--- config.mk ---
export PLATFORM = sky130hd
export DESIGN_NAME = dm_rmw_ctrl
export DESIGN_NICKNAME = d
export VERILOG_FILES = /design/src/rtl/dm_pkg.sv /design/src/rtl/dm_lane_merge.sv /design/src/rtl/dm_rmw_ctrl.sv
export SDC_FILE = /design/constraint.sdc
export NUM_CORES = 1
export LEC_CHECK = 0
export ABC_AREA = 0
export BUFFER_PORTS_ARGS = -buffer_cell sky130_fd_sc_hd__buf_2
export CORE_AREA = 2 2 108 110
export DETAILED_ROUTE_END_ITERATION = 16
export DIE_AREA = 0 0 110 112
export PLACE_DENSITY = 0.95
export SLEW_MARGIN = 20
export SYNTH_ARGS = -nofsm -noshare
export SYNTH_HDL_FRONTEND = slang
export SYNTH_SLANG_ARGS = --single-unit
--- constraint.sdc ---
create_clock -name clk -period 5.4 [get_ports clk]
set_input_delay 1.08 -clock clk [delete_from_list [all_inputs] [get_ports clk]]
set_output_delay 1.08 -clock clk [all_outputs]
set_load 0.05 [all_outputs]
--- src/rtl/dm_pkg.sv ---
// Shared definitions for the data-memory read-modify-write controller:
// access-type codes, FSM state encoding and byte-lane mask constants.
package dm_pkg;

    // Access type carried on req_we
    localparam logic [1:0] WE_LOAD = 2'b00;
    localparam logic [1:0] WE_WORD = 2'b01;
    localparam logic [1:0] WE_HALF = 2'b10;
    localparam logic [1:0] WE_BYTE = 2'b11;

    // Controller states
    typedef enum logic [2:0] {
        ST_IDLE = 3'd0,
        ST_RD   = 3'd1,
        ST_WAIT = 3'd2,
        ST_WR   = 3'd3,
        ST_RESP = 3'd4
    } state_e;

    // Byte-lane masks, bit n selects bits [8n+7:8n] of the word
    localparam logic [3:0] MASK_NONE    = 4'b0000;
    localparam logic [3:0] MASK_WORD    = 4'b1111;
    localparam logic [3:0] MASK_HALF_LO = 4'b0011;
    localparam logic [3:0] MASK_HALF_HI = 4'b1100;
    localparam logic [3:0] MASK_BYTE0   = 4'b0001;
    localparam logic [3:0] MASK_BYTE1   = 4'b0010;
    localparam logic [3:0] MASK_BYTE2   = 4'b0100;
    localparam logic [3:0] MASK_BYTE3   = 4'b1000;

    // Widen a 4-bit lane mask to a 32-bit bit mask
    function automatic logic [31:0] expand_mask(input logic [3:0] m);
        return {{8{m[3]}}, {8{m[2]}}, {8{m[1]}}, {8{m[0]}}};
    endfunction

endpackage

--- src/rtl/dm_lane_merge.sv ---
// Combinational lane logic: decodes the access type and low address bits
// into a byte-lane mask, flags misaligned accesses and merges the
// replicated store data into an old memory word.
module dm_lane_merge
    import dm_pkg::*;
(
    input  logic [1:0]  we_i,
    input  logic [1:0]  addr_lo_i,
    input  logic [31:0] wdata_i,
    input  logic [31:0] old_i,
    output logic [3:0]  mask_o,
    output logic [31:0] merged_o,
    output logic        misaligned_o
);

    logic [31:0] lane;
    logic [31:0] bit_mask;

    // Decode lane mask, replicated lane data and alignment
    always_comb begin
        // NOTE: every signal written here gets a default first, so no latch is inferred.
        mask_o       = MASK_NONE;
        lane         = '0;
        misaligned_o = 1'b0;
        case (we_i)
            WE_WORD: begin
                mask_o       = MASK_WORD;
                lane         = wdata_i;
                misaligned_o = (addr_lo_i != 2'b00);
            end
            WE_HALF: begin
                mask_o       = addr_lo_i[1] ? MASK_HALF_HI : MASK_HALF_LO;
                lane         = {2{wdata_i[15:0]}};
                misaligned_o = addr_lo_i[0];
            end
            WE_BYTE: begin
                lane = {4{wdata_i[7:0]}};
                case (addr_lo_i)
                    2'b00:   mask_o = MASK_BYTE0;
                    2'b01:   mask_o = MASK_BYTE1;
                    2'b10:   mask_o = MASK_BYTE2;
                    default: mask_o = MASK_BYTE3;
                endcase
            end
            default: ; // loads touch no lanes
        endcase
    end

    assign bit_mask = expand_mask(mask_o);
    assign merged_o = (lane & bit_mask) | (old_i & ~bit_mask);

endmodule

--- src/rtl/dm_rmw_ctrl.sv ---
// Data-memory access controller for a word-only memory. Loads and word
// stores go straight to memory; halfword and byte stores read the old word,
// merge the new lanes and write it back. Misaligned requests are answered
// with an error and never reach memory.
module dm_rmw_ctrl
    import dm_pkg::*;
#(
    parameter int ADDR_W = 32
) (
    input  logic              clk,
    input  logic              reset_n,
    input  logic              req_valid,
    output logic              req_ready,
    input  logic [1:0]        req_we,
    input  logic [ADDR_W-1:0] req_addr,
    input  logic [31:0]       req_wdata,
    output logic              resp_valid,
    output logic              resp_err,
    output logic [31:0]       resp_rdata,
    output logic [ADDR_W-3:0] mem_addr,
    output logic              mem_re,
    output logic              mem_we,
    output logic [31:0]       mem_wdata,
    input  logic [31:0]       mem_rdata
);

    state_e            state_q, state_d;
    logic [1:0]        we_q, we_d;
    logic [1:0]        addr_lo_q, addr_lo_d;
    logic [31:0]       wdata_q, wdata_d;
    logic [ADDR_W-3:0] mem_addr_q, mem_addr_d;
    logic [31:0]       mem_wdata_q, mem_wdata_d;
    logic              resp_valid_q, resp_valid_d;
    logic              resp_err_q, resp_err_d;
    logic [31:0]       resp_rdata_q, resp_rdata_d;

    logic              in_idle;
    logic              accept;
    logic [1:0]        sel_we;
    logic [1:0]        sel_addr_lo;
    logic [31:0]       sel_wdata;
    logic [3:0]        lane_mask;
    logic [31:0]       merged;
    logic              misaligned;

    assign in_idle = (state_q == ST_IDLE);
    assign accept  = req_valid & in_idle;

    // In IDLE the live request is decoded (alignment, word-store data);
    // afterwards only the registered copy is used.
    assign sel_we      = in_idle ? req_we         : we_q;
    assign sel_addr_lo = in_idle ? req_addr[1:0]  : addr_lo_q;
    assign sel_wdata   = in_idle ? req_wdata      : wdata_q;

    dm_lane_merge u_lane_merge (
        .we_i         (sel_we),
        .addr_lo_i    (sel_addr_lo),
        .wdata_i      (sel_wdata),
        .old_i        (mem_rdata),
        .mask_o       (lane_mask),
        .merged_o     (merged),
        .misaligned_o (misaligned)
    );

    // Next-state and register-update decode; strobes are pure state decodes
    always_comb begin
        state_d      = state_q;
        we_d         = we_q;
        addr_lo_d    = addr_lo_q;
        wdata_d      = wdata_q;
        mem_addr_d   = mem_addr_q;
        mem_wdata_d  = '0;
        resp_valid_d = 1'b0;
        resp_err_d   = 1'b0;
        resp_rdata_d = '0;
        case (state_q)
            ST_IDLE: begin
                if (accept) begin
                    we_d      = req_we;
                    addr_lo_d = req_addr[1:0];
                    wdata_d   = req_wdata;
                    if (misaligned) begin
                        state_d      = ST_RESP;
                        resp_valid_d = 1'b1;
                        resp_err_d   = 1'b1;
                    end else if (lane_mask == MASK_WORD) begin
                        // Full-word store needs no read of the old word
                        state_d     = ST_WR;
                        mem_addr_d  = req_addr[ADDR_W-1:2];
                        mem_wdata_d = merged;
                    end else begin
                        state_d    = ST_RD;
                        mem_addr_d = req_addr[ADDR_W-1:2];
                    end
                end
            end
            ST_RD: begin
                state_d = ST_WAIT;
            end
            ST_WAIT: begin
                if (we_q == WE_LOAD) begin
                    state_d      = ST_RESP;
                    resp_valid_d = 1'b1;
                    resp_rdata_d = mem_rdata;
                    mem_addr_d   = '0;
                end else begin
                    state_d     = ST_WR;
                    mem_wdata_d = merged;
                end
            end
            ST_WR: begin
                state_d      = ST_RESP;
                resp_valid_d = 1'b1;
                mem_addr_d   = '0;
            end
            ST_RESP: begin
                state_d = ST_IDLE;
            end
            default: begin
                state_d    = ST_IDLE;
                mem_addr_d = '0;
            end
        endcase
    end

    // State and output registers; reset drops any in-flight request
    always_ff @(posedge clk or negedge reset_n) begin
        if (!reset_n) begin
            state_q      <= ST_IDLE;
            we_q         <= WE_LOAD;
            addr_lo_q    <= '0;
            wdata_q      <= '0;
            mem_addr_q   <= '0;
            mem_wdata_q  <= '0;
            resp_valid_q <= 1'b0;
            resp_err_q   <= 1'b0;
            resp_rdata_q <= '0;
        end else begin
            // NOTE: non-blocking assignments so every register samples the pre-edge values.
            state_q      <= state_d;
            we_q         <= we_d;
            addr_lo_q    <= addr_lo_d;
            wdata_q      <= wdata_d;
            mem_addr_q   <= mem_addr_d;
            mem_wdata_q  <= mem_wdata_d;
            resp_valid_q <= resp_valid_d;
            resp_err_q   <= resp_err_d;
            resp_rdata_q <= resp_rdata_d;
        end
    end

    assign req_ready  = in_idle;
    assign mem_re     = (state_q == ST_RD);
    assign mem_we     = (state_q == ST_WR);
    assign mem_addr   = mem_addr_q;
    assign mem_wdata  = mem_wdata_q;
    assign resp_valid = resp_valid_q;
    assign resp_err   = resp_err_q;
    assign resp_rdata = resp_rdata_q;

endmodule

Yosys cells after proc, flatten, opt, wreduce, memory -nomap -nowiden --
Cells that the tools add are included.
Cells by class: eq/ne operators 13, mux-type cells 29, bitwise gates (word level) 6, reduce and logical (&&, ||, !) cells 7
Operator list (count):
- 32-bit two-way mux | 7
- 32-bit one-hot mux with 3 select lines | 1
- 30-bit two-way mux | 3
- 30-bit one-hot mux with 3 select lines | 1
- 32-bit AND | 2
- 32-bit one-hot mux with 2 select lines | 1
- 32-bit NOT | 1
- 32-bit bitwise OR | 1
- 4-bit one-hot mux with 3 select lines | 2
- 3-bit one-hot mux with 4 select lines | 1
- 3-bit two-way mux | 3
- 2-bit == test (second input constant) | 3
- 3-bit by 2-bit == test with 1-bit output (second input constant) | 2
- 2-bit two-way mux | 3
- 2-bit by 1-bit == test with 1-bit output (second input constant) | 2
- 4-bit == test (second input constant) | 1
- 2-bit zero test | 2
- 1-bit two-way mux | 4
- 4-bit two-way mux | 1
- 2-bit inequality test (second input constant) | 2
- 4-bit AND reduction | 1
- 3-bit by 1-bit == test with 1-bit output (second input constant) | 1
- 3-bit == test (second input constant) | 1
- 3-bit zero test | 1
- 8 further kinds | 8
Word-level totals: word-level logic and storage cells 64, flip-flop bits (word level) 135, input bits 101

Longest topological paths before layout --
Gate-level depths: netlist of run 1.
word-level depth 12, depth in mapped cells 12, mapped depth without buffers 9

Modules after synthesis --
From an unflattened synthesis of run 1, not the netlist that was laid out.
Unflattened totals: cell total of the unflattened synthesis 547, area, all modules 6483.7 µm²
By module, submodules not included:
- dm_rmw_ctrl | seq. area each 3378.2 µm², cells an instance 409, instances 1, area each 5536.6 µm²
- dm_lane_merge | seq. area each 0.0 µm², cells an instance 138, instances 1, area each 947.2 µm²

Worst setup path after synthesis of run 1 --
Ideal clock, no wire load.
kind in2reg, start input port req_we[1], end register mem_wdata_q[28] (netlist: mem_wdata[28]), cell stages on the path 8, setup slack 2103 ps, data arrival time 3203 ps, cells stage by stage a21oi_1 > inv_1 > ha_1 > o311a_1 > a311oi_1 > o31ai_2 > buf_2 > a211oi_1
On the way: longest elaborated chain between the ends 10
RTL lines:
- from (decl) | RTL line dm_rmw_ctrl.sv:14 | input logic [1:0] req_we,
- 2-bit two-way mux * | RTL line dm_rmw_ctrl.sv:51 | assign sel_we = in_idle ? req_we : we_q;
- 2-bit == test / 2-bit by 1-bit == test with 1-bit output (equally long branches) | RTL line dm_lane_merge.sv:25 | case (we_i)
- 4-bit one-hot mux with 3 select lines | RTL line dm_lane_merge.sv:25
- 32-bit NOT | RTL line dm_lane_merge.sv:50 | assign merged_o = (lane & bit_mask) | (old_i & ~bit_mask);
- 32-bit AND | RTL line dm_lane_merge.sv:50
- 32-bit bitwise OR | RTL line dm_lane_merge.sv:50
- 32-bit two-way mux | RTL line dm_rmw_ctrl.sv:86 | end else if (lane_mask == MASK_WORD) begin
- 32-bit two-way mux | RTL line dm_rmw_ctrl.sv:82 | if (misaligned) begin
- 32-bit two-way mux | RTL line dm_rmw_ctrl.sv:78 | if (accept) begin
- 32-bit one-hot mux with 2 select lines * | RTL line dm_rmw_ctrl.sv:76 | case (state_q)
- net mem_wdata_d[28] | RTL line dm_rmw_ctrl.sv:32 | logic [31:0] mem_wdata_q, mem_wdata_d;
- to (signal assigned) | RTL line dm_rmw_ctrl.sv:145 | mem_wdata_q <= mem_wdata_d;
- to (decl) | RTL line dm_rmw_ctrl.sv:32
Mark *: on every way through the listed nets, which the timed path passes. The rest lies on a longest branch. A chain may end at the register's enable or synchronous reset.

Final worst setup path of run 1 --
start register state_q[2], end register mem_addr_q[23] (netlist: mem_addr[23])
On the way: longest elaborated chain between the ends 6
RTL lines:
- from (decl) | RTL line dm_rmw_ctrl.sv:27 | state_e state_q, state_d;
- from (signal assigned) | RTL line dm_rmw_ctrl.sv:140 | state_q <= state_d;
- 3-bit zero test | RTL line dm_rmw_ctrl.sv:46, dm_rmw_ctrl.sv:76
- 2-bit two-way mux (on tied branches) | RTL line dm_rmw_ctrl.sv:51, dm_rmw_ctrl.sv:52
- 2-bit == test (tied with other cells) | RTL line dm_lane_merge.sv:25
- 1-bit one-hot mux with 2 select lines | RTL line dm_lane_merge.sv:25
- 2-bit inequality test (no source line)
- 4-bit AND reduction (no source line)
- to (signal assigned) | RTL line dm_rmw_ctrl.sv:144 | mem_addr_q <= mem_addr_d;
- to (decl) | RTL line dm_rmw_ctrl.sv:31 | logic [ADDR_W-3:0] mem_addr_q, mem_addr_d;
Several ways; a longest one is shown, not always the timed one.

==> run metrics, run 1 <==
outcome finished, final reports clean; Worst Reg2Reg Path Length in Cells 8; critical path launch point type register; post-DR vias/cell 5.61; # DRC 0; GR Overflow Total 0; Post-synth EDFFs 0; setup_tns 0 ns; drt initial violations 676; crit end category register; die width 110 um; Die H 112 um; Vias 5,128; diode count 0; first-pass GRT wire length 25.5 mm; Pleak 4.13 nW; setup bufs post-CTS 0; Finish-stage setup viols 0; most used cell, CP o21ai_0; R2R Setup Slk 1.33 ns; prevailing post-synth register cell dfrtp_1; Max Fclk 246 MHz; yosys warns 0; CTS tree built; crit path capture mem_addr[23]$_DFFE_PN0P_; CP Max Fanout 30; CORE AREA 11,200 um2; dpl cells 882; Initial DRT Pass Iterations 6; Routed WL 16.4 mm; Post-synth ARST share 100%; Die Footprint 12,300 um2; Final Skew 0.00992 ns; Tmin final 4.07 ns; most frequent cells in the layout 198 x buf_2, 135 x nand2_1, 135 x dfrtp_1, 36 x nor2_1, 34 x and2_1; row cnt 39; Tcrit/Tclk final 75.3%; sequential fraction of the synthesis area 57.0%; Worst slew margin 29.3%; flops & latches, synth 135; Critical path origin state_q[2]$_DFFE_PN0N_; routability cong. 0.905; CP max-delay cell nand2b_1; most common cell after layout, fill and taps aside buf_2; hold-fix buffer count after cts 0; data arrival time of the worst path 4.41 ns; Tightest Hold Check Type register to register; H-Tree Depth 4; critical-path cell list o31a_1, a21oi_1, ha_1, o21ai_0, a21boi_0, o21ai_0, nand2b_1, a22o_1; critical path's largest stage delay 0.76 ns; FF-to-FF Start state_q[2]$_DFFE_PN0N_; clk_lat worst skew 0.42 ns; Synth Area per Inst 10.4 um2; Num CTS Buffers 17; Synth Instances 568; nets 864; Reg2Reg Capture Point mem_addr[23]$_DFFE_PN0P_; initial core utilization 53.1%; Slew Viols, Final 0; Longest Clk Path Bufs 2; drt wl/cell 18.0 um; number of global-route vias before repair 5,048; initial antenna violation count 0; Clk pin slew, worst setup/hold paths 0.06 ns; largest net degree at the start of global routing 96; fin cells 914; worst-margin pin slew 1.06 ns; CTS Root Cell clkbuf_16; max_cap viols 0; worst-case vdd ir drop 0.369 mV; share of cells above drive strength 1 32.8%; antenna-violating nets left 0; port bufs 199; Crit Path Category register to register; Synth Net Count 674; RSZ-0062 raised after global routing no; I/O pin count 200; pwr dens 754 nW/um2; Req. time, crit path 5.74 ns; clk sinks 135; hpwl dp 11.2 mm; Layout area overhead 28.3%; Total GRT Usage 27.1%; # resized after CTS 0; Post-Syn Area 5930 um2; post-synthesis cell type count 42; Hold Vio Cnt, Final 0
## logic make-up after synthesis
logic type                 after synthesis  share of synthesized area [%]
AOI/OAI and AO/OA                      105                           13.7
adders and majority gates                5                           1.06
buffers and inverters                   39                           2.91
DFF                                    135                           57.0
muxes                                   40                           6.92
and+or+nand+nor                        244                           18.5
## per-layer routing
metal / track usage [%] / share of wire (%)
met5: 0 / 0
met4: 13.3 / 3.9
met3: 6.38 / 8.2
met2: 42.0 / 48
met1: 35.7 / 40
## power by group
group          internal [mW]  total, mW  switching, mW
combinational          0.863       3.00           2.14
clock                  0.696       1.14          0.446
sequential              1.38       1.59          0.212
total                   2.94       5.73           2.80
## worst min path at each step
stage	end	start	slack, ns	cells past startpoint
2_1_floorplan	wdata_q[16]$_DFFE_PN0P_	wdata_q[16]$_DFFE_PN0P_	0.44	2
3_3_place_gp	wdata_q[23]$_DFFE_PN0P_	wdata_q[23]$_DFFE_PN0P_	0.45	2
3_5_place_dp	wdata_q[2]$_DFFE_PN0P_	wdata_q[2]$_DFFE_PN0P_	0.46	2
4_1_cts	wdata_q[3]$_DFFE_PN0P_	wdata_q[3]$_DFFE_PN0P_	0.48	2
5_1_grt	wdata_q[31]$_DFFE_PN0P_	wdata_q[31]$_DFFE_PN0P_	0.50	2
6_report	wdata_q[28]$_DFFE_PN0P_	wdata_q[28]$_DFFE_PN0P_	0.47	2
## sequential cells by signal (all words and copies together), names as in the netlist
register and cells:
addr_lo_q 2, mem_addr 30, mem_wdata 32, resp_err 1, resp_rdata 32, resp_valid 1
state_q 3, wdata_q 32, we_q 2
## synthesized netlist by cell type (2+ instances only)
cell type | count | share of area, %
dfrtp_1 | 135 | 57
nand2_1 | 135 | 8.5
nor2_1 | 36 | 2.3
and2_1 | 34 | 3.6
mux2i_1 | 32 | 5.4
a22o_1 | 30 | 4.4
clkbuf_1 | 24 | 1.5
a21oi_1 | 20 | 1.7
o22ai_1 | 15 | 1.6
nor3_1 | 10 | 0.84
or3_1 | 10 | 1.1
nand3_1 | 9 | 0.76
a2bb2oi_1 | 8 | 1.2
mux2_2 | 8 | 1.5
a211oi_1 | 7 | 0.89
buf_2 | 6 | 0.51
ha_1 | 5 | 1.1
inv_1 | 5 | 0.32
o21ai_0 | 4 | 0.34
o31ai_1 | 4 | 0.51
a31oi_1 | 3 | 0.32
buf_4 | 3 | 0.38
a21boi_0 | 2 | 0.25
o221ai_1 | 2 | 0.30
o31a_1 | 2 | 0.30
o31ai_2 | 2 | 0.42
or4b_1 | 2 | 0.34
## critical path: cells and delay by family, from the launching register on
family                     cells  cell delay, ns
AOI/OAI and AO/OA              6            2.00
and+or+nand+nor                1            0.76
adders and majority gates      1            0.65
DFF                            1            0.58
## per-stage QoR
stage                     total power, mW  utilization (%)  setup WS, ns  area [um2]  hold WS (ns)
after floorplan                      3.85                -          2.10        5930         0.442
after global placement               4.46             62.8          1.35        7020         0.453
after detailed placement             4.53             62.8          1.21        7020         0.462
after CTS                            5.71             68.1          1.46        7600         0.476
after global routing                 6.02             68.1         0.993        7600         0.503
final                                5.73             68.1          1.33        7600         0.475
## final cells by class
cell class	count	area [um2]
fill	760	3570
inverter	5	18.8
multi-input combinational	394	2390
clock inverter	13	144
sequential	135	3380
clock buffer	19	443
tap	143	179
timing repair buffer	205	1050
Power figures use the tool's default switching activity.
==> inputs of run 2 (changes only) <==
Settings changed: CORE_AREA 2 2 108 110 to 2 2 112 114, DIE_AREA 0 0 110 112 to 0 0 114 116, PLACE_DENSITY 0.95 to 0.91.
Clock period 5.4 ns to 4.09 ns, I/O delays scaled along.
==> run 2 against run 1 <==
Clock skew rose by 0.00054 ns. Setup slack worse by 0.37 ns. Register-to-register slack got worse by 0.37 ns. Wire length grew 0.17%. Combinational power is 34% higher. Clock-buffer cell count grew 3. Power is 32% higher. Sequential cell count is the same. First-iteration DRC count down 4.1%. Via count hardly changed. Largest power group unchanged.
==> run metrics, run 2 (synthesized netlist as in run 1, its figures left out) <==
outcome finished, final reports clean; Die H 116 um; worst-case vdd ir drop 0.336 mV; post-DR vias/cell 5.54; Final Skew 0.0105 ns; Hold Vio Cnt, Final 0; most common cell after layout, fill and taps aside buf_2; Num CTS Buffers 17; CORE AREA 11,900 um2; pre-CTS setup slack 0.872 ns; Internal 3.92 mW; CTS Root Cell clkbuf_16; fin cells 924; I/O pin count 200; Tcrit/Tclk final 76.6%; number of fill cells 900; # DRC 0; Max Fclk 319 MHz; hpwl dp 11.5 mm; Pleak 4.17 nW; clock share of power 19.3%; first-pass GRT wire length 25.1 mm; Slew Viols, Final 0; most frequent cells in the layout 198 x buf_2, 135 x nand2_1, 135 x dfrtp_1, 36 x nor2_1, 34 x and2_1; Psw 3.66 mW; sw frac 48.3%; Comb pwr share 53.2%; setup bufs post-CTS 0; crit end category register; drt wl/cell 17.8 um; critical path launch point type register; initial antenna violation count 1; CP Max Fanout 15; dpl cells 891; final worst-path setup slack 0.958 ns; worst-margin pin slew 1.11 ns; Req. time, crit path 4.37 ns; Clk pin slew, worst setup/hold paths 0.06 ns; Tmin final 3.13 ns; CTS tree built; number of global-route vias before repair 4,910; Vias 5,123; pwr dens 990 nW/um2; initial core utilization 49.8%; Layout area overhead 29.1%; Total GRT Usage 24.7%; port bufs 199; routability cong. 0.962; Flop pwr share 27.5%; Longest Clk Path Bufs 2; largest net degree at the start of global routing 112; max_cap viols 0; die width 114 um; share of cells above drive strength 1 33.0%; drt initial violations 648; antenna-violating nets left 0; Initial DRT Pass Iterations 8; GR Overflow Total 0; row cnt 40; hold-fix buffer count after cts 0; # resized after CTS 0; data arrival time of the worst path 3.41 ns; clk_lat worst skew 0.41 ns; Routed WL 16.5 mm; Die Footprint 13,200 um2; clk sinks 135; Crit Path Category register to register; Finish-stage setup viols 0; Tot Pwr 7.58 mW; setup_tns 0 ns; Tightest Hold Check Type primary input to asynchronous set/reset pin; Worst slew margin 25.6%; RSZ-0062 raised after global routing no; H-Tree Depth 4; nets 870
-- run 2: cell count changes in the layout (fill, tap and decap cells not counted) --
cell	delta
buf_4	+5
clkbuf_8	+1
clkbuf_1	+2
diode_2	+1
buf_16	+1
inv_6	-4
clkinv_2	+3
clkinvlp_4	-3
-- run 2: power by group through the flow --
stage / logic (mW) / registers, mW / clock network, mW
2_1_floorplan: 1.96 / 3.12 / 0
3_3_place_gp: 3.87 / 2.07 / 0
3_5_place_dp: 3.95 / 2.10 / 0
4_1_cts: 4.00 / 2.08 / 1.48
5_1_grt: 4.27 / 2.14 / 1.54
6_report: 4.03 / 2.09 / 1.46
-- run 2: layer usage --
| metal | vias to the layer above | GRT usage [%] | wire length [um] |
|---|---|---|---|
| li1 | 2357 | - | - |
| met3 | 46 | 5.39 | 1180 |
| met5 | - | 0 | 8 |
| met2 | 273 | 38.1 | 7920 |
| met1 | 2445 | 33.4 | 6780 |
| met4 | 2 | 11.7 | 564 |
-- run 2: critical path, stage by stage (launching register included) --
cell	delay, ns
dfrtp_1	0.55
or4b_4	0.61
nand2_1	0.15
inv_1	0.08
ha_1	0.30
o31ai_1	0.95
nor2_1	0.10
mux2i_1	0.21
nor2_1	0.06
-- run 2: final timing paths --
path                       slack [ns]                    from                      end  cells past startpoint
setup / recovery                 0.96  state_q[2]$_DFFE_PN0N_   mem_wdata[2]$_DFF_PN0_                      8
hold / removal                   0.29                 reset_n   wdata_q[4]$_DFFE_PN0P_                      1
setup reg to reg                 0.96  state_q[2]$_DFFE_PN0N_   mem_wdata[2]$_DFF_PN0_                      8
hold reg to reg                  0.47  wdata_q[4]$_DFFE_PN0P_   wdata_q[4]$_DFFE_PN0P_                      2
max in group asynchronous        2.73                 reset_n  mem_addr[0]$_DFFE_PN0P_                      3
min in group clk                 0.47  wdata_q[4]$_DFFE_PN0P_   wdata_q[4]$_DFFE_PN0P_                      2
-- run 2: stage by stage --
stage	area, um2	util, %	hold WS, ns
6_report	7660	64.3	0.293
5_1_grt	7650	64.3	0.315
4_1_cts	7630	64.0	0.473
3_5_place_dp	7060	59.3	0.458
3_3_place_gp	7060	59.3	0.453
2_1_floorplan	5930	-	0.442
-- run 2: final cells by class --
type | count | area [um2] | share of cell area, %
well taps | 147 | 184 | 2.40
clock buffers | 22 | 464 | 6.06
clock inverters | 9 | 101 | 1.32
inverters | 5 | 18.8 | 0.245
diodes | 1 | 2.50 | 0.0327
multi-input cells | 394 | 2390 | 31.3
repair buffers | 211 | 1110 | 14.5
flip-flops and latches | 135 | 3380 | 44.1
==> inputs of run 3 (changes only) <==
Settings changed: ABC_AREA 0 to 1, CORE_AREA 2 2 112 114 to 2 2 115 117, DIE_AREA 0 0 114 116 to 0 0 117 119, PLACE_DENSITY 0.91 to 0.92.
Clock period 4.09 ns to 3 ns, I/O delays scaled along.
==> run 3 against run 2 <==
Sequential cell count unchanged. First-iteration DRC count rose by 15%. Clock skew shrank 0.0018 ns. Utilization fell by 0.32 points. Clock power is 41% higher. Worst hold slack got worse by 0.11 ns. Cell area up 7.6%. Setup slack got worse by 0.64 ns.
==> run metrics, run 3 <==
outcome finished, final reports clean; # resized after CTS 0; nets 1,146; prevailing post-synth register cell dfrtp_1; Req. time, crit path 3.28 ns; drt initial violations 746; most frequent cells in the layout 240 x nand2_1, 198 x buf_2, 181 x nand3_1, 135 x dfrtp_1, 111 x inv_1; Initial DRT Pass Iterations 6; Final Skew 0.00868 ns; antenna-violating nets left 0; Num CTS Buffers 17; Post-synth EDFFs 0; pwr dens 1300 nW/um2; post-DR vias/cell 5.15; clk_lat worst skew 0.42 ns; final core occ 64.0%; Routed WL 17.6 mm; setup bufs post-CTS 0; most common cell after layout, fill and taps aside nand2_1; Slew Viols, Final 0; CTS Root Cell clkbuf_16; Hold Vio Cnt, Final 0; area of placed instances 7640 um2; area leader, netlist dfrtp_1; hpwl dp 12.7 mm; die width 117 um; largest net degree at the start of global routing 75; yosys warns 0; Die H 119 um; sequential fraction of the synthesis area 51.8%; max_cap viols 0; Post-synth ARST share 100%; Vias 6,326; CP Max Fanout 32; worst-margin pin slew 0.644 ns; routability cong. 1.00; row cnt 42; Synth Area per Inst 7.64 um2; data arrival time of the worst path 2.96 ns; number of global-route vias before repair 5,800; Die Footprint 13,900 um2; initial core utilization 50.7%; Tcrit/Tclk final 89.3%; Total GRT Usage 26.3%; RSZ-0062 raised after global routing no; Finish-stage setup viols 0; top post-synthesis cells by area dfrtp_1 52%, nand3_1 14%, nand2_1 14%; Longest Clk Path Bufs 2; diode count 0; top-count cell post-synth nand2_1; share of cells above drive strength 1 25.0%; H-Tree Depth 4; Synth Net Count 960; first-pass GRT wire length 28.5 mm; Clk pin slew, worst setup/hold paths 0.06 ns; # DRC 0; GR Overflow Total 0; port bufs 199; CTS tree built; Pleak 4.92 nW; setup_tns 0 ns; drt wl/cell 14.3 um; Tightest Hold Check Type primary input to asynchronous set/reset pin; Synth top cells by count 241 x nand2_1, 181 x nand3_1, 135 x dfrtp_1, 111 x inv_1, 71 x nor2_1; Max Fclk 373 MHz; flops & latches, synth 135; worst hold margin 0.185 ns; I/O pin count 200; critical path launch point type register; Yosys top cell area share 51.8%; worst-case vdd ir drop 0.796 mV; Tmin final 2.68 ns; initial antenna violation count 0; crit end category register; Worst slew margin 57.1%; Synth Instances 854; CORE AREA 12,900 um2; hold-fix buffer count after cts 0; Layout area overhead 26.3%; post-synthesis cell type count 27; clk sinks 135; post-route cell area 8230 um2; Crit Path Category register to register; Post-Syn Area 6520 um2
==> run 3: cell types whose count changed after synthesis, moves of 10 or more <==
cell,before,now
o22ai_1,15,0
a22o_1,30,0
nand3_1,9,181
nor2_1,36,71
or3_1,10,0
buf_2,6,19
nand2_1,135,241
o21ai_0,4,36
a21oi_1,20,1
and2_1,34,0
inv_1,5,111
mux2i_1,32,0
==> run 3: path summary, 6_finish.rpt <==
check / cells after the start / start / slack [ns] / endpoint
max: 13 / state_q[2]$_DFFE_PN0N_ / 0.32 / mem_wdata[15]$_DFF_PN0_
min: 1 / reset_n / 0.19 / resp_rdata[27]$_DFF_PN0_
max reg2reg: 13 / state_q[2]$_DFFE_PN0N_ / 0.32 / mem_wdata[15]$_DFF_PN0_
max in group asynchronous: 2 / reset_n / 2.03 / mem_addr[22]$_DFFE_PN0P_
min reg2reg: 2 / mem_addr[26]$_DFFE_PN0P_ / 0.46 / mem_addr[26]$_DFFE_PN0P_
min in group clk: 3 / req_addr[14] / 0.38 / mem_addr[12]$_DFFE_PN0P_
==> run 3: area by class of cell <==
cell class              instances  area, um2
fillers                      1068       4640
flip-flops and latches        135       3380
multi-input cells             559       2510
repair buffers                213       1110
clock buffers                  22        464
inverters                     114        428
well taps                     176        220
clock inverters                 9        125
==> run 3: power by group <==
group | leakage [nW] | internal, mW | switching (mW) | total [mW]
logic | 2.84 | 1.58 | 4.45 | 6.03
clock network | 0.286 | 1.34 | 0.726 | 2.06
registers | 1.80 | 2.38 | 0.259 | 2.64
==> run 3: logic make-up after synthesis <==
family / after synthesis / synth area share, %
AND/OR/NAND/NOR: 510 / 33.7
buffers and inverters: 160 / 9.86
flip-flops: 135 / 51.8
AO/OA/AOI/OAI: 43 / 3.49
adder cells (fa/ha/maj): 5 / 0.959
multiplexers: 1 / 0.173
==> run 3: through the flow <==
step                worst slack, ns  instances  power (mW)
floorplan                     0.512        854        7.21
global placement              0.438       1197        8.44
detailed placement            0.346       1197        8.58
CTS                           0.308       1228        10.7
global route                  0.141       1228        11.5
finish                        0.321       1228        10.7
==> run 3: routing by layer <==
layer	part of all wire, %	global-route usage [%]	wire length [um]
met4	2.9	10.5	505
met2	48	40.9	8460
met1	40	35.3	7020
met3	9.0	6.31	1590
met5	0	0	0
==> run 3: worst max-delay path, cell delays in order, from the launching register on <==
cell     delay (ns)
dfrtp_1        0.44
nor2_4         0.20
nand2_4        0.10
nand2_1        0.07
nand2_1        0.12
inv_1          0.20
ha_1           0.36
inv_1          0.08
nand2_1        0.08
nand3_2        0.14
nand4_1        0.11
nand2_1        0.06
inv_2          0.42
nor2_1         0.12
